--- src/rtl/reg_ctl_pkg.sv ---
// Shared constants and state encoding for the byte-stream register access controller.
package reg_ctl_pkg;

  localparam int WR_BYTES = 8;
  localparam int RD_BYTES = 16;

  localparam logic [7:0] CMD_CONF_WR = 8'h2A;
  localparam logic [7:0] CMD_DATA_RD = 8'h3B;

  typedef enum logic [1:0] {
    ST_IDLE    = 2'd0,
    ST_WR_DATA = 2'd1,
    ST_RD_DATA = 2'd2,
    ST_DISCARD = 2'd3
  } state_t;

endpackage

--- src/rtl/reg_ctl.sv ---
// Command parser between the SPI byte stream and the register file: 8-byte config
// writes into a 64-bit word, and 16-byte snapshot reads streamed out over valid/ready.
module reg_ctl
  import reg_ctl_pkg::*;
(
  input  logic        clk_i,
  input  logic        rst_i,
  input  logic        frame_i,
  input  logic        rx_vld_i,
  input  logic [7:0]  rx_data_i,
  output logic        tx_vld_o,
  output logic [7:0]  tx_data_o,
  input  logic        tx_rdy_i,
  output logic        reg_wr_en_o,
  output logic [63:0] reg_wr_data_o,
  output logic        reg_rd_en_o,
  output logic [3:0]  reg_rd_addr_o,
  input  logic [7:0]  reg_rd_data_i,
  output state_t      dbg_state
);

  // Handshake: a tx byte transfers on any clock edge where tx_vld_o and tx_rdy_i
  // are both high; while tx_vld_o is high and tx_rdy_i low, tx_data_o is held.

  state_t      state_q, state_d;
  logic [2:0]  cnt_q, cnt_d;
  logic [4:0]  rd_cnt_q, rd_cnt_d;
  logic [3:0]  addr_q, addr_d;
  logic [63:0] shadow_q, shadow_d;
  logic [63:0] wr_data_q, wr_data_d;
  logic        wr_en_q, wr_en_d;
  logic        tx_vld_q, tx_vld_d;
  logic [7:0]  tx_data_q, tx_data_d;
  logic        rd_en_q, rd_en_d;

  always_ff @(posedge clk_i or posedge rst_i) begin
    if (rst_i) state_q <= ST_IDLE;
    else       state_q <= state_d;
  end

  always_comb begin
    state_d   = state_q;
    cnt_d     = cnt_q;
    rd_cnt_d  = rd_cnt_q;
    addr_d    = addr_q;
    shadow_d  = shadow_q;
    wr_data_d = wr_data_q;
    wr_en_d   = 1'b0;
    tx_vld_d  = tx_vld_q;
    tx_data_d = tx_data_q;
    rd_en_d   = rd_en_q;
    // A dropped frame wins over everything, including a byte strobed the same cycle.
    if (!frame_i) begin
      state_d  = ST_IDLE;
      cnt_d    = 3'd0;
      rd_cnt_d = 5'd0;
      addr_d   = 4'd0;
      tx_vld_d = 1'b0;
      rd_en_d  = 1'b0;
    end else begin
      case (state_q)
        ST_IDLE: begin
          if (rx_vld_i) begin
            if (rx_data_i == CMD_CONF_WR) begin
              state_d = ST_WR_DATA;
              cnt_d   = 3'd0;
            end else if (rx_data_i == CMD_DATA_RD) begin
              state_d  = ST_RD_DATA;
              rd_en_d  = 1'b1;
              addr_d   = 4'd0;
              rd_cnt_d = 5'd0;
            end else begin
              state_d = ST_DISCARD;
            end
          end
        end
        ST_WR_DATA: begin
          if (rx_vld_i) begin
            shadow_d[{cnt_q, 3'b000} +: 8] = rx_data_i;
            cnt_d = cnt_q + 3'd1;
            if (cnt_q == 3'(WR_BYTES - 1)) begin
              wr_data_d = shadow_d;
              wr_en_d   = 1'b1;
              state_d   = ST_DISCARD;
            end
          end
        end
        ST_RD_DATA: begin
          // Refill the single output slot when empty or draining, until all bytes are loaded.
          if ((!tx_vld_q || tx_rdy_i) && (rd_cnt_q != 5'(RD_BYTES))) begin
            tx_data_d = reg_rd_data_i;
            tx_vld_d  = 1'b1;
            addr_d    = addr_q + 4'd1;
            rd_cnt_d  = rd_cnt_q + 5'd1;
          end else if (tx_vld_q && tx_rdy_i) begin
            tx_vld_d = 1'b0;
            state_d  = ST_DISCARD;
          end
        end
        default: ;
      endcase
    end
  end

  always_ff @(posedge clk_i or posedge rst_i) begin
    if (rst_i) begin
      cnt_q     <= 3'd0;
      rd_cnt_q  <= 5'd0;
      addr_q    <= 4'd0;
      shadow_q  <= 64'd0;
      wr_data_q <= 64'd0;
      wr_en_q   <= 1'b0;
      tx_vld_q  <= 1'b0;
      tx_data_q <= 8'd0;
      rd_en_q   <= 1'b0;
    end else begin
      cnt_q     <= cnt_d;
      rd_cnt_q  <= rd_cnt_d;
      addr_q    <= addr_d;
      shadow_q  <= shadow_d;
      wr_data_q <= wr_data_d;
      wr_en_q   <= wr_en_d;
      tx_vld_q  <= tx_vld_d;
      tx_data_q <= tx_data_d;
      rd_en_q   <= rd_en_d;
    end
  end

  assign tx_vld_o      = tx_vld_q;
  assign tx_data_o     = tx_data_q;
  assign reg_wr_en_o   = wr_en_q;
  assign reg_wr_data_o = wr_data_q;
  assign reg_rd_en_o   = rd_en_q;
  assign reg_rd_addr_o = addr_q;
  assign dbg_state     = state_q;

endmodule
--- config.mk ---
export PLATFORM = sky130hd
export DESIGN_NAME = reg_ctl
export DESIGN_NICKNAME = d
export VERILOG_FILES = /design/src/rtl/reg_ctl_pkg.sv /design/src/rtl/reg_ctl.sv
export SDC_FILE = /design/constraint.sdc
export NUM_CORES = 1
export LEC_CHECK = 0
export ABC_CLOCK_PERIOD_IN_PS = 13600
export CORE_AREA = 2 2 115 117
export DETAILED_ROUTE_END_ITERATION = 12
export DIE_AREA = 0 0 117 119
export GPL_TIMING_DRIVEN = 0
export PLACE_DENSITY = 0.91
export SYNTH_ARGS = -nofsm -noshare
export SYNTH_HDL_FRONTEND = slang
export SYNTH_SLANG_ARGS = --single-unit
--- constraint.sdc ---
create_clock -name clk_i -period 13.6 [get_ports clk_i]
set_input_delay 2.04 -clock clk_i [delete_from_list [all_inputs] [get_ports clk_i]]
set_output_delay 2.04 -clock clk_i [all_outputs]
set_load 0.02 [all_outputs]
==> impl_metrics.tcl, run 1 <==
set metrics [dict create \
    status "completed" \
    dp_hpwl_mm 11.2 \
    synth_seq_area_share_pct 56.2 \
    path_class "primary input to register" \
    grt_max_degree 95 \
    grt_pass1_vias 5410 \
    cp.arrival_ns 4.22 \
    synth_area_sq_um 6810 \
    synth.distinct_cells 46 \
    synth_area_leaders "dfrtp_1 (56%), mux2_2 (11%), mux2i_1 (8.5%)" \
    cts_hold_buf 0 \
    wirelength_mm 16.9 \
    drv_slew 0 \
    synthArstFlopShare_pct 100 \
    routed_via_density 5.87 \
    dieWidth_um 117 \
    yosys.area.top_type "dfrtp_1" \
    htreeDepth 4 \
    netlist.area_leader.share_pct 56.2 \
    synth_flop_cell "dfrtp_1" \
    cts.clk_slew.worst_paths_ns 0.06 \
    fillers 875 \
    max_slew_margin_pct 57.9 \
    pre_cts_ws_ns 9.42 \
    final_layout_size_suffix_gt1_share_pct 16.1 \
    cap_violations 0 \
    p_leak_nw 4.05 \
    drtPass1Iterations 6 \
    cts_tree "built" \
    ys_ff_latch 153 \
    regArea_sq_um 3830 \
    dieArea_sq_um 13900 \
    place_inst 867 \
    fin_crit_sh_pct 28.5 \
    fin_setup_tns_ns 0 \
    hold_violations 0 \
    crit_path_end_kind "register" \
    die_y_um 119 \
    cts_buffer_depth 2 \
    avgSynthCellArea_sq_um 11.5 \
    syn_nets 623 \
    cts_root_buffer "clkbuf_16" \
    postCtsSetupBuffers 0 \
    worstPathRequired_ns 13.94 \
    grt_overflow 0 \
    floorplan.initialDensity_pct 52.9 \
    area_delta_synth_final_pct 27.6 \
    antenna_found_initial 0 \
    fin_ws_ns 9.72 \
    io_pins 102 \
    placementRows 42 \
    powerDensity_nw_per_um2 138 \
    wl_per_cell_um 18.8 \
    drt_iter0_drc 397 \
    route.detailed.drc 0 \
    layout_common_cells "dfrtp_1 (153), clkdlybuf4s50_1 (99), nand2_1 (89)" \
    ant_nets 0 \
    min_path_type "register to register" \
    post_cts_resized 0 \
    clock_latency_ns 0.44 \
    syn_inst 591 \
    port_buffers 99 \
    core_area_sq_um 12900 \
    worst_slew_pin_slew_ns 0.623 \
    rsz0062_at_grt "no" \
    multi_input_area_sq_um 2770 \
    routed-via-count 5268 \
    cts.sinks 153 \
    cts_buffers 17 \
    synth_edf_count 0 \
    grt_first_pass_wirelength_mm 26.9 \
    place_congestion 0.896 \
    fin_nets 742 \
    finalCriticalPeriod_ns 3.88 \
    finalSetupViolCount 0 \
    peakVddDrop_mv 0.101 \
    fmax_mhz 258 \
    final_common_cell "dfrtp_1" \
    yosysWarnings 0 \
    path_max_fanout 10 \
    layout.cells.non_filler 898 \
    finClkSkew_ns 0.00847 \
    crit_path_start_kind "primary input" \
    gr-usage-all-layers_pct 25.3 \
]
-- worst paths after layout --
path / start / depth (start not counted) / slack, ns / endpoint
setup reg to reg: cnt_q[0] / 8 / 10.75 / shadow_q[6]
hold reg to reg: reg_wr_data_o[8] / 2 / 0.49 / reg_wr_data_o[8]
max in group asynchronous: rst_i / 3 / 10.74 / reg_wr_data_o[54]
min in group asynchronous: rst_i / 2 / 2.04 / tx_vld_o
hold / removal: reg_wr_data_o[8] / 2 / 0.49 / reg_wr_data_o[8]
setup / recovery: rx_vld_i / 9 / 9.72 / reg_wr_data_o[7]
-- flip-flops by register name, summed over array words and instances (netlist names), 2 cells and up --
| name | flops |
|---|---|
| reg_wr_data_o | 64 |
| reg_rd_addr_o | 4 |
| tx_data_o | 8 |
| shadow_q | 64 |
| rd_cnt_q | 5 |
| dbg_state | 2 |
| cnt_q | 3 |
-- stage by stage --
step	total power, mW	hold WS, ns	util, %	cell area [sq um]
after floorplan	0.625	0.450	-	6810
after global placement	0.682	0.462	62.3	8020
after detailed placement	0.693	0.473	62.5	8050
after CTS	1.20	0.487	67.4	8680
after global routing	1.24	0.513	67.4	8680
final	1.20	0.486	67.4	8680
-- synth_stat cells, types with 2 or more instances --
cell type / count
dfrtp_1: 153
nand2_1: 89
o21ai_0: 74
mux2_2: 66
mux2i_1: 58
clkbuf_1: 26
a21oi_1: 12
ha_1: 11
inv_1: 11
nor2_1: 10
buf_2: 9
nand3_1: 6
nor4_1: 5
a211o_1: 4
nand2b_1: 4
a22o_1: 3
a31oi_1: 3
and3_1: 3
buf_1: 3
nand4b_1: 3
nor2b_1: 3
or2_2: 3
a32o_1: 2
and2_1: 2
buf_4: 2
nand4_1: 2
nand4bb_1: 2
nor3_1: 2
nor3b_1: 2
nor4b_1: 2
-- per-layer routing --
metal / global-route usage (%) / part of all wire [%]
met1: 31.3 / 39
met2: 41.6 / 50
met3: 6.01 / 7.6
met4: 12.1 / 3.0
met5: 0 / 0
-- worst max-delay path, cell delays in order --
cell,delay [ns]
clkdlybuf4s50_1,0.51
and3_1,0.24
buf_2,0.17
nand2_1,0.12
buf_2,0.25
clkbuf_1,0.39
buf_2,0.31
nand2_1,0.09
o21ai_0,0.09
-- where the power goes --
part	switching [mW]	total (mW)	internal, mW	leakage (nW)
combinational	0.103	0.187	0.0836	1.64
sequential	0.0163	0.500	0.484	2.10
clock	0.187	0.510	0.323	0.298
-- area by class of cell --
cell class / count / area share [%]
Multi-Input combinational cell: 387 / 31.9
Clock buffer: 18 / 4.94
Tap cell: 176 / 2.54
Buffer: 40 / 1.95
Timing Repair Buffer: 100 / 11.7
Antenna cell: 1 / 0.0288
Sequential cell: 153 / 44.1
Inverter: 11 / 0.533
Clock inverter: 12 / 2.31
-- kinds of logic after synthesis --
| logic type | synth area share [%] |
|---|---|
| fa+ha+maj | 2.02 |
| buf+inv | 3.09 |
| compound gates | 8.88 |
| simple gates | 10.3 |
| flops | 56.2 |
| mux | 19.4 |
(Power assumes the default switching activity.)
==> run 2, diff against run 1 <==
Settings changed: ABC_CLOCK_PERIOD_IN_PS 13600 to 4000, CORE_AREA 2 2 115 117 to 2 2 116 118, DIE_AREA 0 0 117 119 to 0 0 118 120, PLACE_DENSITY 0.91 to 0.9.
Clock period 13.6 ns to 4 ns, I/O delays scaled along.
==> run 2 against run 1 <==
Effect of this change:
- first-iteration DRC count unchanged
- combinational power increased to 3.4 times the previous value
- flip-flop and latch count is the same
- total power increased to 3.2 times the previous value
- die area increased by 1.7%
- hold slack worse by 0.0019 ns
- register-to-register slack worse by 9.7 ns
- worst setup slack got worse by 8.6 ns
- via count down 1.7%
- clock power rose to 2.9 times the previous value
- utilization fell by 0.96 points
- largest power group is now sequential cells
- non-clock buffer count is 2 higher
- critical endpoint is now reg_wr_data_o[0]
- critical path type is now register to register
==> impl_metrics.tcl, run 2 (synthesis results as in run 1) <==
set metrics [dict create \
    core_area_sq_um 13000 \
    cts_root_buffer "clkbuf_16" \
    drv_slew 0 \
    fin_setup_tns_ns 0 \
    post_cts_resized 0 \
    grt_max_degree 46 \
    cap_violations 0 \
    layout_common_cells "dfrtp_1 (153), clkdlybuf4s50_1 (99), nand2_1 (89)" \
    placementRows 42 \
    port_buffers 99 \
    finalSetupViolCount 0 \
    finClkSkew_ns 0.00821 \
    top_usage_layer "met2" \
    diodes 0 \
    reg2regPathDepth 9 \
    cts_tree "built" \
    clock_latency_ns 0.43 \
    fmax_mhz 342 \
    place_congestion 0.896 \
    grt_pass1_vias 5436 \
    area_delta_synth_final_pct 26.8 \
    crit_path_start_kind "register" \
    crit_path_end_kind "register" \
    postCtsSetupBuffers 0 \
    hold_violations 0 \
    fin_crit_sh_pct 73.2 \
    path_class "register to register" \
    worstPathRequired_ns 4.28 \
    rsz0062_at_grt "no" \
    cp.arrival_ns 3.21 \
    grt_util_met3_pct 6.18 \
    ant_nets 0 \
    hold_depth 2 \
    routed-via-count 5180 \
    die_y_um 120 \
    peakVddDrop_mv 0.276 \
    finalCriticalPeriod_ns 2.93 \
    antenna_found_initial 0 \
    max_slew_margin_pct 49.0 \
    grt_util_met1_pct 30.3 \
    cts_hold_buf 0 \
    io_pins 102 \
    final_layout_size_suffix_gt1_share_pct 16.6 \
    dieWidth_um 118 \
    gr-usage-all-layers_pct 25.5 \
    worst_slew_pin_slew_ns 0.763 \
    routed_via_density 5.75 \
    dieArea_sq_um 14200 \
    floorplan.initialDensity_pct 52.4 \
    wl_per_cell_um 19.3 \
    grt_first_pass_wirelength_mm 27.9 \
    cts_buffer_depth 2 \
    final_common_cell "dfrtp_1" \
    htreeDepth 4 \
    fin_nets 744 \
    cts.sinks 153 \
    dp_hpwl_mm 11.8 \
    drt_iter0_drc 397 \
    pre_cts_ws_ns 1.20 \
    wirelength_mm 17.4 \
    drtPass1Iterations 5 \
    status "completed" \
    min_path_type "register to register" \
    cts.clk_slew.worst_paths_ns 0.06 \
    fin_ws_ns 1.07 \
    powerDensity_nw_per_um2 444 \
    route.detailed.drc 0 \
    path_max_fanout 10 \
    grt_overflow 0 \
    globalRouteMet2Util_pct 43.9 \
    cts_buffers 17 \
    p_leak_nw 4.02 \
]
-- run 2: layout make-up --
type / count / area, sq um
buffer: 40 / 169
fill: 942 / 4350
sequential: 153 / 3830
multi-input combinational: 387 / 2770
timing repair buffer: 102 / 1050
clock buffer: 18 / 429
inverter: 11 / 45.0
clock inverter: 14 / 118
tap: 176 / 220
-- run 2: per-layer routing --
metal	routed length, um	part of all wire [%]
met1	6870	40
met2	8930	51
met3	969	5.6
met5	0	0
met4	584	3.4
-- run 2: where the power goes --
part | switching [mW] | leakage, nW | total (mW) | internal [mW]
Clock | 0.679 | 0.260 | 1.49 | 0.807
Sequential | 0.0572 | 2.10 | 1.70 | 1.64
Combinational | 0.358 | 1.66 | 0.645 | 0.288
-- run 2: path summary, 6_finish.rpt --
check / endpoint / slack [ns] / startpoint
max in group asynchronous: reg_wr_data_o[25] / 2.13 / rst_i
hold / removal: reg_wr_data_o[12] / 0.48 / reg_wr_data_o[12]
setup / recovery: reg_wr_data_o[0] / 1.07 / cnt_q[0]
hold reg to reg: reg_wr_data_o[12] / 0.48 / reg_wr_data_o[12]
setup reg to reg: reg_wr_data_o[0] / 1.07 / cnt_q[0]
min in group asynchronous: reg_wr_data_o[14] / 0.66 / rst_i
-- run 2: worst max-delay path: stages, from the launching register on --
cell	delay, ns
dfrtp_1	0.38
buf_4	0.19
inv_1	0.09
ha_1	0.24
ha_1	0.28
buf_2	0.18
nor4b_1	0.59
nand3_2	0.41
mux2i_1	0.31
o21ai_0	0.11
-- run 2: through the flow --
stage                     std cells  utilization, %  instance area [sq um]  power, mW  hold WS [ns]
after floorplan                 591               -                   6810       2.12         0.450
after global placement          866            61.8                   8020       2.32         0.463
after detailed placement        869            62.3                   8080       2.37         0.475
after CTS                       901            66.5                   8630       3.84         0.488
after global routing            901            66.5                   8630       3.97         0.513
final                           901            66.5                   8630       3.83         0.484
==> run 3, diff against run 2 <==
Settings changed: ABC_CLOCK_PERIOD_IN_PS 4000 to 2700.
Clock period 4 ns to 2.7 ns, I/O delays scaled along.
==> run 3 against run 2 <==
Effect of this change:
- hold slack got worse by 0.017 ns
- maximum frequency increased by 9.5%
- wire length increased by 0.89%
- final area increased by 0.61%
- sequential share of layout area decreased by 0.27 points
- utilization increased by 0.40 points
- worst setup slack got worse by 1.0 ns
- clock power increased by 47%
- flip-flop and latch count unchanged
- critical endpoint is now shadow_q[49]
- via count increased by 0.58%
==> impl_metrics.tcl, run 3 (synthesis results as in run 1) <==
set metrics [dict create \
    fillers 932 \
    dieArea_sq_um 14200 \
    grt_first_pass_wirelength_mm 27.9 \
    wirelength_mm 17.5 \
    cts_tree "built" \
    drv_slew 0 \
    floorplan.initialDensity_pct 52.4 \
    final_layout_size_suffix_gt1_share_pct 17.4 \
    cts_buffer_depth 2 \
    path_class "register to register" \
    place_inst 869 \
    routed-via-count 5210 \
    finalSetupViolCount 0 \
    cts_buffers 17 \
    placementRows 42 \
    final_common_cell "dfrtp_1" \
    layout_common_cells "dfrtp_1 (153), clkdlybuf4s50_1 (99), nand2_1 (88)" \
    wl_met1_mm 6.84 \
    diodes 0 \
    cp.arrival_ns 2.98 \
    drtPass1Iterations 5 \
    dieWidth_um 118 \
    max_slew_margin_pct 49.0 \
    worst_slew_pin_slew_ns 0.763 \
    drt_iter0_drc 377 \
    layout.cells.non_filler 901 \
    cts.clk_slew.worst_paths_ns 0.06 \
    min_path_type "primary input to async pin" \
    worstPathRequired_ns 3.01 \
    pre_cts_ws_ns -0.0991 \
    cts.sinks 153 \
    area_delta_synth_final_pct 27.5 \
    fin_ws_ns 0.0274 \
    cap_violations 0 \
    routed_via_density 5.78 \
    place_area_sq_um 8080 \
    p_leak_nw 4.04 \
    clock_latency_ns 0.42 \
    fmax_mhz 374 \
    peakVddDrop_mv 0.412 \
    wl_per_cell_um 19.4 \
    grt_max_degree 46 \
    final_area_sq_um 8680 \
    powerDensity_nw_per_um2 656 \
    place_congestion 0.896 \
    utilization_pct 66.9 \
    fin_setup_tns_ns 0 \
    route.detailed.drc 0 \
    status "completed" \
    gr-usage-all-layers_pct 25.5 \
    wl_met2_mm 9.06 \
    wl_met3_mm 1.00 \
    hold_violations 0 \
    finalCriticalPeriod_ns 2.67 \
    ant_nets 0 \
    crit_path_start_kind "register" \
    finClkSkew_ns 0.00569 \
    fin_nets 744 \
    grt_overflow 0 \
    core_area_sq_um 13000 \
    highest_layer "met4" \
    port_buffers 99 \
    crit_path_end_kind "register" \
    htreeDepth 4 \
    die_y_um 120 \
    path_max_fanout 10 \
    cts_root_buffer "clkbuf_16" \
    io_pins 102 \
    antenna_found_initial 0 \
    fin_crit_sh_pct 99.0 \
    dp_hpwl_mm 11.8 \
    grt_pass1_vias 5430 \
]
-- run 3: worst paths after layout --
kind | cells after the start | slack, ns | startpoint | to
max in group asynchronous | 5 | 1.04 | rst_i | reg_wr_data_o[25]
hold reg to reg | 2 | 0.48 | reg_wr_data_o[9] | reg_wr_data_o[9]
setup reg to reg | 10 | 0.03 | cnt_q[0] | shadow_q[49]
hold / removal | 2 | 0.47 | rst_i | reg_wr_data_o[14]
min in group clk_i | 2 | 0.48 | reg_wr_data_o[9] | reg_wr_data_o[9]
setup / recovery | 10 | 0.03 | cnt_q[0] | shadow_q[49]
-- run 3: metal layers --
| metal | vias to the layer above | GRT usage (%) |
|---|---|---|
| met5 | - | 0 |
| met2 | 227 | 43.9 |
| met3 | 59 | 6.13 |
| met4 | 0 | 11.1 |
| met1 | 2605 | 30.5 |
| li1 | 2319 | - |
-- run 3: layout make-up --
class / count / area, sq um / share of cell area (%)
Clock buffer: 18 / 429 / 4.94
Tap cell: 176 / 220 / 2.54
Buffer: 38 / 168 / 1.93
Sequential cell: 153 / 3830 / 44.1
Multi-Input combinational cell: 387 / 2810 / 32.3
Clock inverter: 14 / 118 / 1.35
Inverter: 11 / 45.0 / 0.519
Timing Repair Buffer: 104 / 1070 / 12.3
-- run 3: stage by stage --
step	power, mW	hold WS (ns)
final	5.70	0.467
after global placement	3.44	0.463
after CTS	5.70	0.488
after detailed placement	3.51	0.475
after floorplan	3.15	0.450
after global routing	5.92	0.513
-- run 3: worst max-delay path, cell delays in order, from the launching register on --
cell and delay [ns]:
dfrtp_1 0.39, buf_4 0.21, inv_1 0.10, ha_1 0.25
ha_1 0.29, clkbuf_4 0.20, nand3b_1 0.21, buf_4 0.21
or2_1 0.22, buf_2 0.18, mux2_2 0.29
-- run 3: what timing repair did --
action	CTS	global route
pin swaps	0	1
setup endpoints to repair	16	45
cloned	0	0
hold buffers	0	0
resized for setup	1	9
buffers inserted	0	2
-- run 3: report_power, final --
part / switching (mW) / total (mW) / internal (mW)
Sequential: 0.0861 / 2.52 / 2.44
Combinational: 0.541 / 0.983 / 0.442
Clock: 0.996 / 2.19 / 1.20
Total: 1.62 / 5.70 / 4.07
